===== src/rtl/uart_tx_arbiter.sv =====
// Two-requester arbiter for the UART TX register: one-cycle write strobe, frame-time pacing.
// Optional port lock for multi-byte strings is enabled by defining UART_ARB_LOCK_EN.
`ifndef UART_TX_ADDR
`define UART_TX_ADDR 32'h1000_0000
`endif

module uart_tx_arbiter #(
  parameter logic [31:0] BAUD_DIV   = 32'h1B8,
  parameter logic [31:0] FRAME_BITS = 32'd10
) (
  input  logic        clk,
  input  logic        rst,
  input  logic        req0_valid_i,
  input  logic [7:0]  req0_data_i,
  input  logic        req0_lock_i,
  output logic        req0_ready_o,
  input  logic        req1_valid_i,
  input  logic [7:0]  req1_data_i,
  input  logic        req1_lock_i,
  output logic        req1_ready_o,
  output logic [31:0] mem_waddr_o,
  output logic [31:0] mem_wdata_o,
  output logic        mem_we_o,
  output logic        busy_o,
  output logic        owner_o
);

  localparam logic [31:0] FRAME_CYCLES = BAUD_DIV * FRAME_BITS;

  typedef enum logic [1:0] {
    IDLE,
    WRITE,
    WAIT
  } state_t;

  state_t      state;
  logic [31:0] counter;
  logic        last_grant;
  logic        grant0;
  logic        grant1;
  logic        xfer;
  logic        lock_hold;

  assign mem_waddr_o  = `UART_TX_ADDR;
  assign req0_ready_o = grant0;
  assign req1_ready_o = grant1;
  assign xfer         = grant0 | grant1;

`ifdef UART_ARB_LOCK_EN
  logic lock_active;
  logic owner_lock;

  // While locked the lock owner is always the requester of the last accepted byte.
  assign owner_lock = owner_o ? req1_lock_i : req0_lock_i;
  assign lock_hold  = lock_active & owner_lock;

  always_ff @(posedge clk) begin
    if (rst) begin
      lock_active <= 1'b0;
    end else if (state == IDLE) begin
      if (xfer) begin
        lock_active <= grant1 ? req1_lock_i : req0_lock_i;
      end else if (lock_active && !owner_lock) begin
        lock_active <= 1'b0;
      end
    end
  end
`else
  logic unused_lock;

  assign unused_lock = req0_lock_i ^ req1_lock_i;
  assign lock_hold   = 1'b0;
`endif

  always_comb begin
    grant0 = 1'b0;
    grant1 = 1'b0;
    if (state == IDLE && !rst) begin
      if (lock_hold) begin
        grant0 = !owner_o && req0_valid_i;
        grant1 =  owner_o && req1_valid_i;
      end else if (req0_valid_i && req1_valid_i) begin
        grant0 =  last_grant;
        grant1 = !last_grant;
      end else begin
        grant0 = req0_valid_i;
        grant1 = req1_valid_i;
      end
    end
  end

  always_ff @(posedge clk) begin
    if (rst) begin
      state       <= IDLE;
      counter     <= '0;
      last_grant  <= 1'b1;
      owner_o     <= 1'b0;
      mem_wdata_o <= '0;
      mem_we_o    <= 1'b0;
      busy_o      <= 1'b0;
    end else begin
      mem_we_o <= 1'b0;
      case (state)
        IDLE: begin
          if (xfer) begin
            mem_wdata_o <= {24'h0, (grant1 ? req1_data_i : req0_data_i)};
            owner_o     <= grant1;
            last_grant  <= grant1;
            mem_we_o    <= 1'b1;
            busy_o      <= 1'b1;
            state       <= WRITE;
          end
        end
        WRITE: begin
          counter <= 32'd1;
          state   <= WAIT;
        end
        WAIT: begin
          counter <= counter + 32'd1;
          if (counter == FRAME_CYCLES - 32'd1) begin
            busy_o <= 1'b0;
            state  <= IDLE;
          end
        end
        default: begin
          busy_o <= 1'b0;
          state  <= IDLE;
        end
      endcase
    end
  end

endmodule

===== config.mk =====
export PLATFORM = sky130hd
export DESIGN_NAME = uart_tx_arbiter
export DESIGN_NICKNAME = d
export VERILOG_FILES = /design/src/rtl/uart_tx_arbiter.sv
export SDC_FILE = /design/constraint.sdc
export NUM_CORES = 1
export LEC_CHECK = 0
export ABC_AREA = 1
export BUFFER_PORTS_ARGS = -buffer_cell sky130_fd_sc_hd__buf_4
export CORE_MARGIN = 2
export CORE_UTILIZATION = 37
export DETAILED_ROUTE_END_ITERATION = 8
export PLACE_DENSITY = 0.64
export SETUP_SLACK_MARGIN = 0.05
export SLEW_MARGIN = 20
export SYNTH_ARGS = -nofsm -noshare
export SYNTH_HDL_FRONTEND = slang
export SYNTH_SLANG_ARGS = --single-unit

===== constraint.sdc =====
create_clock -name clk -period 2.15 [get_ports clk]
set_input_delay 0.3225 -clock clk [delete_from_list [all_inputs] [get_ports clk]]
set_output_delay 0.3225 -clock clk [all_outputs]
set_load 0.01 [all_outputs]

==> results of run 1 <==
==> state kept, by name, summed over array words and instances, names as in the netlist <==
name / flops
counter: 32
mem_we_o: 1
owner_o: 1
mem_wdata_o: 8
state: 2
last_grant: 1
busy_o: 1
==> timing repair <==
action | CTS | global route
endpoints found under the setup margin | 0 | 21
gates resized for setup | 0 | 5
hold buffers | 0 | 0
==> per-layer routing <==
metal | wire length, um | part of all wire (%) | global-route usage [%] | vias to the layer above
li1 | - | - | - | 1330
met1 | 2830 | 47 | 19.4 | 1132
met2 | 2730 | 46 | 22.9 | 80
met3 | 382 | 6.4 | 3.38 | 5
met4 | 44 | 0.73 | 3.19 | 0
met5 | 0 | 0 | 0 | -
==> area by class of cell <==
class	instances	area (um2)
Multi-Input combinational cell	321	1550
Clock inverter	2	10.0
Fill cell	820	4530
Timing Repair Buffer	36	270
Inverter	63	244
Tap cell	102	128
Sequential cell	46	922
Clock buffer	5	68.8
==> synthesized netlist by cell type, drive strengths merged <==
master | n | area [um2]
a21oi | 25 | 125
a221oi | 1 | 8.76
a31oi | 1 | 6.26
buf | 57 | 428
clkbuf | 5 | 28.8
clkinv | 2 | 7.51
conb | 2 | 7.51
dfxtp | 46 | 921
ha | 6 | 75.1
inv | 61 | 229
nand2 | 96 | 383
nand3 | 42 | 220
nand4 | 7 | 43.8
nor2 | 53 | 255
nor3 | 10 | 55.1
nor3b | 1 | 12.5
nor4 | 2 | 12.5
o211a | 1 | 10.0
o211ai | 1 | 7.51
o21a | 4 | 30.0
o21ai | 15 | 82.6
==> worst max path at each step <==
stage / startpoint / endpoint
floorplan: state[0] / counter[12]
global placement: state[0] / counter[30]
detailed placement: state[0] / counter[30]
CTS: state[0] / counter[4]
global route: state[1] / req1_ready_o
finish: state[1] / req0_ready_o
==> metrics by stage <==
stage	hold slack, ns	util (%)	std cells	total power [mW]	instance area, um2
after floorplan	0.392	-	492	1.50	3150
after global placement	0.452	40.0	568	1.59	3090
after detailed placement	0.465	40.0	568	1.61	3090
after CTS	0.200	41.0	575	2.14	3170
after global routing	0.199	41.3	575	2.30	3190
final	0.205	41.3	575	2.15	3190
==> kinds of logic after synthesis <==
kind of cell	share of synthesized area (%)
buffers and inverters	23.5
AND/OR/NAND/NOR	33.3
other	0.255
flip-flops	31.2
AO/OA/AOI/OAI	9.16
adder cells (fa/ha/maj)	2.55
==> worst max-delay path, delay by kind of cell (launching register included) <==
kind                       cells  cell delay [ns]
adders and majority gates      1             0.18
buffers and inverters          4             0.60
DFF                            1             0.36
and+or+nand+nor                2             0.18
==> power breakdown <==
group	total [mW]	switching [mW]	leakage (nW)	internal, mW
Clock	0.514	0.295	0.0438	0.219
Combinational	0.656	0.406	1.12	0.250
Sequential	0.976	0.0489	0.373	0.927
==> parameters.txt, run 1 <==
Parameter                              Value

Timing
  FMAX ... 0.515 GHz
  Setup repair after global routing missed its margin ... no
  Final period demand of the worst path ... roughly 1.9 ns
  Final setup violation count ... 0
  Slew at the pin closest to its max-slew limit ... 0.689 ns
  Final period util ... approximately nine tenths
  Worst-case setup margin in the final layout ... 0.210 ns
  Accumulated negative setup slack ... 0 ns
  Worst-case clock skew ... about 0.009 ns
  Final count of pins violating max slew ... 0
  Relative slew margins ... 54.0%
  Hold Violations, Final ... 0

Place
  HPWL after DPL ... ~4600 um
  Post-placement setup slack ... roughly 0.096 ns
  Gpl congestion ... ~0.92
  Number of port buffers ... 32

Min path
  Startpoint of the tightest hold check path ... rst
  Hold-critical path endpoint ... state[0]
  Classification of the worst-slack hold path ... input pin to flip-flop
  Number of cells traversed by the worst hold path ... 2

Floorplan
  DIE HEIGHT ... 93.3 um
  Row count ... 32
  Initial core utilization ... between 30% and 40%
  Area of the core region ... 7730 um2
  I/O Pins ... 91
  Overall die area ... 8700 um2
  DIE WIDTH ... about 93 um

Power and ir drop
  Pwr Density ... 672 nW/um2
  Worst IR drop on VDD ... ~0.37 mV
  Static power due to leakage ... approximately 1.5 nW

Clock network
  Number of clock sinks ... 46
  Root Buffer ... clkbuf_8
  Maximum level of the CTS H-tree ... 2
  Insertion delay to the later sink of the worst-skew pair ... 0.30 ns
  Max Root-Sink Buffers ... 2
  Clock tree from TritonCTS ... yes
  CTS Buf Count ... 5
  Number of setup buffers added after CTS ... 0
  Clock-pin slew on the worst setup and hold paths ... about 0.080 ns

Global routing
  GRT Total Usage ... between 10 and 15%
  First-pass GRT wire length ... between 10000 and 15000 um
  Number of global-route vias before repair ... around 2300
  Grt total ovfl ... 0
  Maximum number of pins on one net before global-route repair ... 23
  Number of antenna violations at the first check in global routing ... 0

Cells and area
  Total number of nets in the final design ... ~500
  Leading cell types in the layout, fill and taps excluded ... nand2_1, inv_1, conb_1
  Area Growth Syn to Fin ... 8.27%
  Share of cells above drive strength 1 ... 15.2%
  Most common cell after layout, fill and taps aside ... nand2_1
  Diode count ... 0

Worst setup path
  Delay of the slowest critical-path stage ... ~0.36 ns
  Reg2reg setup slack ... 0.28 ns
  Crit. End Element ... output port
  Worst reg2reg path depth ... 7
  Most used cell, CP ... inv_1
  Worst EP required ... around 1.8 ns
  Cell-by-cell trace of the critical path ... inv_1 -> ha_4 -> inv_1 -> nor2_1 -> nand3_1 -> clkinvlp_4 -> buf_4
  CP max-delay cell ... dfxtp_1
  Setup CP Type ... flip-flop to output port
  CP Launch Type ... flip-flop
  Reg2Reg Capture Point ... counter[18]
  Data arrival at the endpoint of the critical path ... around 1.6 ns
  Worst r2r src ... state[1]
  Worst-path maximum fanout ... 10

Route
  First-iteration detailed-routing DRC count ... 122
  Routed wire length ... approximately 6000 um
  Routed length per instance ... about 10 um
  Number of nets still failing antenna checks after routing ... 0
  Detailed-router iteration count before antenna repair ... 4
  DR vias/cell ... between 4 and 5
  Via count ... between 2000 and 3000
  Final routed DRC violation total ... 0

Run
  Total of max-cap violations ... 0

Status
  Status ... finished, final reports clean

Synthesis
  Syn. warnings ... 0
  Synthesized netlist cell count ... between 400 and 500
  Number of distinct library cells after synthesis ... 32
  Post-synthesis register bit count ... 46
  Sequential fraction of the synthesis area ... between 30% and 40%
  Mean instance size in the synthesized netlist ... slightly below 7 um2
  Area of the mapped netlist ... 2950 um2
Power figures use the tool's default switching activity.
==> run 2, diff against run 1 <==
--- a/config.mk
+++ b/config.mk
@@ -11,6 +11,7 @@
 export CORE_UTILIZATION = 37
 export DETAILED_ROUTE_END_ITERATION = 8
 export PLACE_DENSITY = 0.64
+export RECOVER_POWER = 100
 export SETUP_SLACK_MARGIN = 0.05
 export SLEW_MARGIN = 20
 export SYNTH_ARGS = -nofsm -noshare
==> run 2 against run 1 <==
  * Total power is 1.4% lower
  * Maximum frequency hardly changed
  * Non-clock buffer count stayed put
  * Worst hold slack hardly changed
  * Largest power group unchanged
  * Highest routed layer unchanged
==> parameters.txt, run 2 (synthesis results as in run 1) <==
Parameter                              Value

Min path
  Number of cells traversed by the worst hold path ... 2 (unchanged)
  Hold-critical path endpoint ... state[0]
  Classification of the worst-slack hold path ... input pin to flip-flop
  Startpoint of the tightest hold check path ... rst

Cells and area
  Leading cell types in the layout, fill and taps excluded ... nand2_1, inv_1, conb_1
  Biggest register ... counter
  Total number of nets in the final design ... 501 (unchanged)
  Most common cell after layout, fill and taps aside ... nand2_1
  Registers with the highest flip-flop counts ... counter: 32 flops, mem_wdata_o: 8 flops, state: 2 flops
  Area used by multi-input combinational logic ... 1550 um2 (unchanged)
  Share of cells above drive strength 1 ... 12.9% (-2.3 points)
  Number of filler cells placed in the layout ... 834 (+1.7%)
  Area Growth Syn to Fin ... 6.87%
  Largest register FFs ... 32 (unchanged)
  Post-Route Utilization ... 40.8% (-0.53 points)
  Diode count ... 0 (unchanged)
  Sequential Area ... 922 um2 (unchanged)

Floorplan
  DIE WIDTH ... 93.3 um (unchanged)
  DIE HEIGHT ... 93.3 um (unchanged)
  Initial core utilization ... 38.2% (unchanged)
  I/O Pins ... 91 (unchanged)
  Row count ... 32 (unchanged)
  Area of the core region ... 7730 um2 (unchanged)
  Overall die area ... 8700 um2 (unchanged)

Timing
  Accumulated negative setup slack ... 0 ns (unchanged)
  FMAX ... 0.516 GHz (about the same)
  Final period util ... 90.2% (about the same)
  Setup repair after global routing missed its margin ... no
  Final setup violation count ... 0 (unchanged)
  Final period demand of the worst path ... 1.94 ns (-0.000233 ns)
  Final count of pins violating max slew ... 0 (unchanged)
  Worst-case clock skew ... 0.00892 ns (+0.0000344 ns)
  Hold Violations, Final ... 0 (unchanged)
  Relative slew margins ... 54.0% (-0.059 points)
  Slew at the pin closest to its max-slew limit ... 0.690 ns (+0.000882 ns)
  Worst-case setup margin in the final layout ... 0.210 ns (+0.000233 ns)

Worst setup path
  Worst EP required ... 1.83 ns (about the same)
  Setup CP Type ... flip-flop to output port
  Worst-path maximum fanout ... 10 (unchanged)
  Worst r2r src ... state[1]
  Reg2Reg Capture Point ... counter[18]
  CP Launch Type ... flip-flop
  Data arrival at the endpoint of the critical path ... 1.62 ns (about the same)
  Worst reg2reg path depth ... 7 (unchanged)
  Reg2reg setup slack ... 0.28 ns (about the same)
  Crit. End Element ... output port

Clock network
  Maximum level of the CTS H-tree ... 2 (unchanged)
  Clock tree from TritonCTS ... yes
  Insertion delay to the later sink of the worst-skew pair ... 0.30 ns (about the same)
  Number of buffers inserted by hold repair at cts ... 0 (unchanged)
  Number of setup buffers added after CTS ... 0 (unchanged)
  Number of clock sinks ... 46 (unchanged)
  Clock-pin slew on the worst setup and hold paths ... 0.08 ns (about the same)
  CTS Buf Count ... 5 (unchanged)
  Max Root-Sink Buffers ... 2 (unchanged)
  Root Buffer ... clkbuf_8

Route
  Number of nets still failing antenna checks after routing ... 0 (unchanged)
  Routed length per instance ... 10.4 um (-0.47%)
  Routed wire length ... 5960 um (-0.47%)
  Detailed-router iteration count before antenna repair ... 4 (unchanged)
  Final routed DRC violation total ... 0 (unchanged)
  First-iteration detailed-routing DRC count ... 115 (-5.7%)
  DR vias/cell ... 4.43 (unchanged)
  Via count ... 2547 (unchanged)

Global routing
  Grt total ovfl ... 0 (unchanged)
  GRT Total Usage ... 14.3% (unchanged)
  Number of global-route vias before repair ... 2321 (unchanged)
  Number of antenna violations at the first check in global routing ... 0 (unchanged)
  First-pass GRT wire length ... 10300 um (unchanged)
  Maximum number of pins on one net before global-route repair ... 23 (unchanged)

Place
  Gpl congestion ... 0.923 (unchanged)
  HPWL after DPL ... 4590 um (unchanged)
  Post-placement setup slack ... 0.0958 ns (unchanged)
  Number of port buffers ... 32 (unchanged)

Status
  Status ... finished, final reports clean

Power and ir drop
  Static power due to leakage ... 1.50 nW (-2.9%)
  Worst IR drop on VDD ... 0.346 mV (-5.6%)
  Pwr Density ... 671 nW/um2 (-0.16%)

Run
  Total of max-cap violations ... 0 (unchanged)
==> run 2: area by class of cell <==
type / count / area share (%)
Clock buffer: 5 / 2.18
Clock inverter: 2 / 0.318
Inverter: 63 / 7.74
Multi-Input combinational cell: 321 / 49.2
Sequential cell: 46 / 29.3
Tap cell: 102 / 4.05
Timing Repair Buffer: 36 / 7.26
==> run 2: report_power, final <==
part	switching, mW	internal, mW	total, mW
Clock	0.296	0.219	0.515
Combinational	0.406	0.220	0.625
Sequential	0.0477	0.927	0.975
Total	0.749	1.37	2.12
==> run 2: timing repair <==
item | 4_1_cts | 5_1_grt
endpoints found under the setup margin | 0 | 21
resized for setup | 0 | 5
hold endpoints to repair | 0 | 0
==> run 2: how the worst max path moves through the flow <==
stage,startpoint,end,slack (ns),cells past startpoint
after floorplan,state[0],counter[12],0.43,9
after global placement,state[0],counter[30],0.13,12
after detailed placement,state[0],counter[30],0.1,12
after CTS,state[0],counter[4],0.08,7
after global routing,state[1],req1_ready_o,0.03,7
final,state[1],req0_ready_o,0.21,7
==> run 2: metal layers <==
layer | track usage, % | share of wire [%] | vias up
met5 | 0 | 0 | -
li1 | - | - | 1331
met4 | 3.19 | 0.74 | 0
met3 | 3.38 | 6.4 | 5
met1 | 19.4 | 47 | 1136
met2 | 22.9 | 46 | 75
==> run 2: per-stage QoR <==
step,hold slack [ns],instance area [um2],total power [mW],instances
final,0.205,3150,2.12,575
after global placement,0.452,3090,1.59,568
after global routing,0.199,3150,2.27,575
after CTS,0.200,3170,2.14,575
after detailed placement,0.465,3090,1.61,568
after floorplan,0.392,3150,1.50,492
==> run 2: critical path, stage by stage (launching register included) <==
cell and delay, ns:
dfxtp_1 0.36, inv_1 0.12, ha_4 0.18, inv_1 0.06, nor2_1 0.05, nand3_1 0.13, clkinvlp_4 0.22, buf_4 0.20
